**src/rtl/timer_pkg.sv**
```systemverilog
// Shared types and limits for the programmable interval timer.
// FSM state encoding and the legal WIDTH range.
package timer_pkg;

  typedef enum logic [1:0] {
    IDLE = 2'd0,
    RUN  = 2'd1,
    HOLD = 2'd2
  } state_e;

  localparam int unsigned WIDTH_MIN = 2;
  localparam int unsigned WIDTH_MAX = 32;

endpackage

```
**src/rtl/timer_prescaler.sv**
```systemverilog
// Clock prescaler: emits a tick every prescale+1 enabled clocks.
// The divisor is latched on load so mid-run changes wait for a reload.
module timer_prescaler #(
  parameter int PRESCALE_WIDTH = 8
) (
  input  logic                      clk,
  input  logic                      rst,
  input  logic                      load,
  input  logic                      enable,
  input  logic [PRESCALE_WIDTH-1:0] prescale,
  output logic                      tick
);
  import timer_pkg::*;

  localparam logic [PRESCALE_WIDTH-1:0] ONE =
    PRESCALE_WIDTH'(1);

  logic [PRESCALE_WIDTH-1:0] cnt_q, cnt_d;
  logic [PRESCALE_WIDTH-1:0] pre_q, pre_d;

  assign tick = enable && (cnt_q == '0);

  // Load wins; otherwise count down and wrap to the latched divisor.
  always_comb begin
    cnt_d = cnt_q;
    pre_d = pre_q;
    if (load) begin
      cnt_d = prescale;
      pre_d = prescale;
    end else if (enable) begin
      if (cnt_q == '0) cnt_d = pre_q;
      else             cnt_d = cnt_q - ONE;
    end
  end

  // Prescaler count and latched divisor registers.
  always_ff @(posedge clk) begin
    if (rst) begin
      cnt_q <= '0;
      pre_q <= '0;
    end else begin
      cnt_q <= cnt_d;
      pre_q <= pre_d;
    end
  end

endmodule

```
**src/rtl/prog_timer.sv**
```systemverilog
// Programmable one-shot / periodic interval timer with prescaler,
// hold, stop and a readable remaining-tick count.
module prog_timer #(
  parameter int WIDTH          = 16,
  parameter int PRESCALE_WIDTH = 8
) (
  input  logic                      clk,
  input  logic                      rst,
  input  logic                      start,
  input  logic                      stop,
  input  logic                      hold,
  input  logic                      periodic,
  input  logic [WIDTH-1:0]          load_value,
  input  logic [PRESCALE_WIDTH-1:0] prescale,
  output logic                      done,
  output logic                      busy,
  output logic                      err,
  output logic [WIDTH-1:0]          remaining
);
  import timer_pkg::*;

  localparam logic [WIDTH-1:0] REM_ONE = WIDTH'(1);

  state_e           state_q, state_d;
  logic [WIDTH-1:0] rem_q, rem_d;
  logic             mode_q, mode_d;
  logic             done_q, done_d;
  logic             err_q, err_d;
  logic             start_prev_q, start_prev_d;

  logic pre_load;
  logic pre_en;
  logic tick;
  logic term;
  logic zero_load;
  logic start_eff;

  assign busy      = (state_q != IDLE);
  assign pre_en    = busy && !hold;
  assign term      = tick && (rem_q == REM_ONE);
  assign zero_load = (load_value == '0);
  // A start held high only restarts a running timer at its
  // terminal tick, so a held start yields back-to-back intervals.
  assign start_eff = start &&
    (!busy || !start_prev_q || term);

  timer_prescaler #(
    .PRESCALE_WIDTH(PRESCALE_WIDTH)
  ) u_prescaler (
    .clk     (clk),
    .rst     (rst),
    .load    (pre_load),
    .enable  (pre_en),
    .prescale(prescale),
    .tick    (tick)
  );

  // Next state: stop > start > hold > counting.
  always_comb begin
    state_d      = state_q;
    rem_d        = rem_q;
    mode_d       = mode_q;
    done_d       = 1'b0;
    err_d        = 1'b0;
    pre_load     = 1'b0;
    start_prev_d = start;
    if (stop) begin
      state_d = IDLE;
      rem_d   = '0;
    end else if (start && zero_load) begin
      err_d   = 1'b1;
      state_d = IDLE;
      rem_d   = '0;
    end else if (start_eff) begin
      done_d   = term;
      state_d  = RUN;
      rem_d    = load_value;
      mode_d   = periodic;
      pre_load = 1'b1;
    end else if (busy) begin
      if (hold) begin
        state_d = HOLD;
      end else begin
        state_d = RUN;
        if (tick) begin
          if (rem_q > REM_ONE) begin
            rem_d = rem_q - REM_ONE;
          end else begin
            done_d = 1'b1;
            if (!mode_q) begin
              state_d = IDLE;
              rem_d   = '0;
            end else if (zero_load) begin
              err_d   = 1'b1;
              state_d = IDLE;
              rem_d   = '0;
            end else begin
              rem_d    = load_value;
              pre_load = 1'b1;
            end
          end
        end
      end
    end
  end

  // State, counter and pulse registers.
  always_ff @(posedge clk) begin
    if (rst) begin
      state_q      <= IDLE;
      rem_q        <= '0;
      mode_q       <= 1'b0;
      done_q       <= 1'b0;
      err_q        <= 1'b0;
      start_prev_q <= 1'b0;
    end else begin
      state_q      <= state_d;
      rem_q        <= rem_d;
      mode_q       <= mode_d;
      done_q       <= done_d;
      err_q        <= err_d;
      start_prev_q <= start_prev_d;
    end
  end

  assign done      = done_q;
  assign err       = err_q;
  assign remaining = rem_q;

endmodule
```
**config.mk**
```make
export PLATFORM = sky130hd
export DESIGN_NAME = prog_timer
export DESIGN_NICKNAME = d
export VERILOG_FILES = /design/src/rtl/timer_pkg.sv /design/src/rtl/timer_prescaler.sv /design/src/rtl/prog_timer.sv
export SDC_FILE = /design/constraint.sdc
export NUM_CORES = 1
export LEC_CHECK = 0
export CAP_MARGIN = 10
export CORE_UTILIZATION = 45
export CTS_CLUSTER_SIZE = 14
export DETAILED_ROUTE_END_ITERATION = 10
export PLACE_DENSITY_LB_ADDON = 0.05
export SETUP_SLACK_MARGIN = 0.02
export SYNTH_ARGS = -nofsm -noshare
export SYNTH_HDL_FRONTEND = slang
export SYNTH_HIERARCHICAL = 1
export SYNTH_SLANG_ARGS = --single-unit
```
**constraint.sdc**
```tcl
create_clock -name clk -period 4.15 [get_ports clk]
set_input_delay 0.415 -clock clk [delete_from_list [all_inputs] [get_ports clk]]
set_output_delay 0.415 -clock clk [all_outputs]
set_load 0.05 [all_outputs]
```
==> summary.md <==
| Metric | Value |
|---|---|
| First-pass GRT wire length | `10600 um` |
| Tmin final | `3560 ps` |
| Max clock buf depth | `2` |
| Worst Path Max Fanout | `10` |
| Grt ovf | `0` |
| Post-Syn Area | `0.00233 mm^2` |
| Main synth FF type | `dfxtp_1` |
| Root buffer selected by CTS | `clkbuf_8` |
| Initial antenna violation count | `0` |
| IO buf count | `48` |
| Hold path startpoint | `mode_q` |
| CTS tree | `built` |
| Ports | `49` |
| Routability Congestion | `0.966` |
| Slew headroom | `22.7%` |
| DP Worst Slack | `482 ps` |
| CP endpoint kind | `flop` |
| Setup-failing EPs final | `0` |
| Die Span Y | `74.0 um` |
| Cell area after placement | `0.00288 mm^2` |
| Largest net degree at the start of global routing | `23` |
| Avg Vias per Cell | `5.90` |
| Core area | `0.00485 mm^2` |
| Status | `complete, no violations` |
| Pwr per Cell Area | `336 mW/mm^2` |
| Total GRT Usage | `25.6%` |
| Clock skew | `3.67 ps` |
| CP startpoint | `u_prescaler/cnt_q[0]` |
| Synth warn | `6` |
| Slew @ Worst Pin | `1150 ps` |
| # nets final | `368` |
| Worst EP required | `4300 ps` |
| HP Class | `reg -> reg` |
| Mean area per synthesized cell | `8.16 um^2` |
| Vias in the first global route | `2121` |
| Peak supply drop | `181 uV` |
| Hold Vio Cnt, Final | `0` |
| Die Width | `74.0 um` |
| Net Sw Power | `317 uW` |
| CTS Hold Bufs | `0` |
| Switching share of total power | `31.6%` |
| Most common cell after layout, fill and taps aside | `clkdlybuf4s50_1` |
| Final slew viol count | `0` |
| Hold_ws | `487 ps` |
| Startpoint Class | `flop` |
| Starting DRT DRC Count | `199` |
| DR pass1 iterations | `5` |
| Total Routed Length | `6550 um` |
| Leakage dissipation | `1.08 nW` |
| Critical R2R Launch | `u_prescaler/cnt_q[0]` |
| Period utilization | `85.9%` |
| Unique masters post-synth | `67` |
| Post-route ant nets | `0` |
| Sequential share of power | `40.3%` |
| Register area share after synthesis | `32.6%` |
| Yosys reg bits | `38` |
| EDFF count, synth | `0` |
| Crit path arrival time | `3710 ps` |
| PostCTS Resize Cnt | `0` |
| Mapped Nets | `320` |
| Wire per inst | `16.3 um` |
| Synth Instances | `286` |
| Utilization after layout | `61.6%` |
| Combinational power share | `29.1%` |
| Internal Power | `686 uW` |
| Post-detail-place hpwl | `4820 um` |
| Most frequent cells in the layout | `48 x clkdlybuf4s50_1, 38 x nor2_1, 38 x dfxtp_1` |
| Share of cells above drive strength 1 | `10.1%` |
| Setup WS post-layout | `587 ps` |
| Fmax achieved | `281 MHz` |
| Postcts setup bufs | `0` |
| Clock sink count | `38` |
| Vias | `2370` |
| Initial Utilization | `48.1%` |
| Design Area, Final | `0.00299 mm^2` |
| Asr flop ratio synth | `0%` |
| Htree depth | `2` |
| RSZ-0062 raised after global routing | `false` |
| Max-cap violation count | `0` |
| Worst skew pair latency | `280 ps` |
| Total power | `1.00 mW` |
| Setup CP Type | `reg -> reg` |
| Post-route insts no fill | `402` |
| Placed Instances | `394` |
| CTS Buf Count | `5` |
| Clk pwr share | `30.6%` |
| Clock slew at reported path FFs | `70 ps` |
| Setup TNS | `0 ps` |
| Area Overhead vs Synth | `28.0%` |
| Die ar. | `0.00548 mm^2` |
| Antenna fix cells | `0` |
| Row count | `25` |
| DRC viols | `0` |
Yosys cell counts, types with 3 or more instances:
library cell	instances	area [um^2]
dfxtp_1	38	761
nor2_1	38	143
a21oi_1	25	125
o21ai_0	23	115
nand2_1	15	56.3
mux2i_1	12	120
nand3_1	9	45.0
a22oi_1	8	60.1
nor4_1	8	50.1
clkbuf_1	7	26.3
nand4_1	7	43.8
nor3_1	7	35.0
o22ai_1	7	43.8
inv_1	6	22.5
ha_1	4	50.1
xor2_1	4	35.0
buf_2	3	15.0
nand2b_1	3	18.8
nor2b_1	3	18.8
registers in the layout, summed over array words and instances, names as in the netlist:
signal	cells
remaining	16
u_prescaler/cnt_q	8
u_prescaler/pre_q	8
state_q	2
done	1
err	1
mode_q	1
start_prev_q	1
cell type report:
class	instances	area, um^2
well taps	67	83.8
repair buffers	53	518
clock inverters	1	30.0
clock buffers	7	76.3
flip-flops and latches	38	761
inverters	6	22.5
fillers	439	1860
multi-input cells	230	1500
metal layers:
metal	vias up	track usage [%]	wire, um
met5	-	0	0
met4	0	8.55	82
met3	7	5.42	534
met2	94	34.8	2650
met1	1089	39.4	3280
li1	1180	-	-
critical path, stage by stage (launching register included):
cell and delay, ps:
dfxtp_1 370, inv_1 140, ha_1 240, nor3b_2 330, nand2_1 240, nor2_1 320, nor4bb_1 220, and4_2 330
o21ai_4 120, o31ai_1 160, and2_1 410, nor2_1 200, a22oi_1 230, o22ai_2 100
power by group through the flow:
stage | clock network [mW] | logic [mW] | registers [mW]
6_report | 0.307 | 0.292 | 0.405
5_1_grt | 0.333 | 0.322 | 0.407
4_1_cts | 0.315 | 0.288 | 0.404
3_5_place_dp | 0 | 0.286 | 0.413
3_3_place_gp | 0 | 0.287 | 0.413
2_1_floorplan | 0 | 0.178 | 0.430
cells by family (layout without fill, tap and decap cells):
kind of cell / after synthesis / in the layout / share of synthesized area, %
simple gates: 120 / 120 / 29.8
flops: 38 / 38 / 32.6
compound gates: 89 / 89 / 24.9
mux: 12 / 12 / 5.15
fa+ha+maj: 4 / 4 / 2.14
xor+xnor: 5 / 5 / 1.88
buf+inv: 18 / 67 / 3.54
path summary, 6_finish.rpt:
path,to,slack (ps),cells after the start
max,u_prescaler/cnt_q[7],590,13
min,mode_q,490,2
max reg2reg,u_prescaler/cnt_q[7],590,13
min reg2reg,mode_q,490,2
Power figures use the tool's default switching activity.
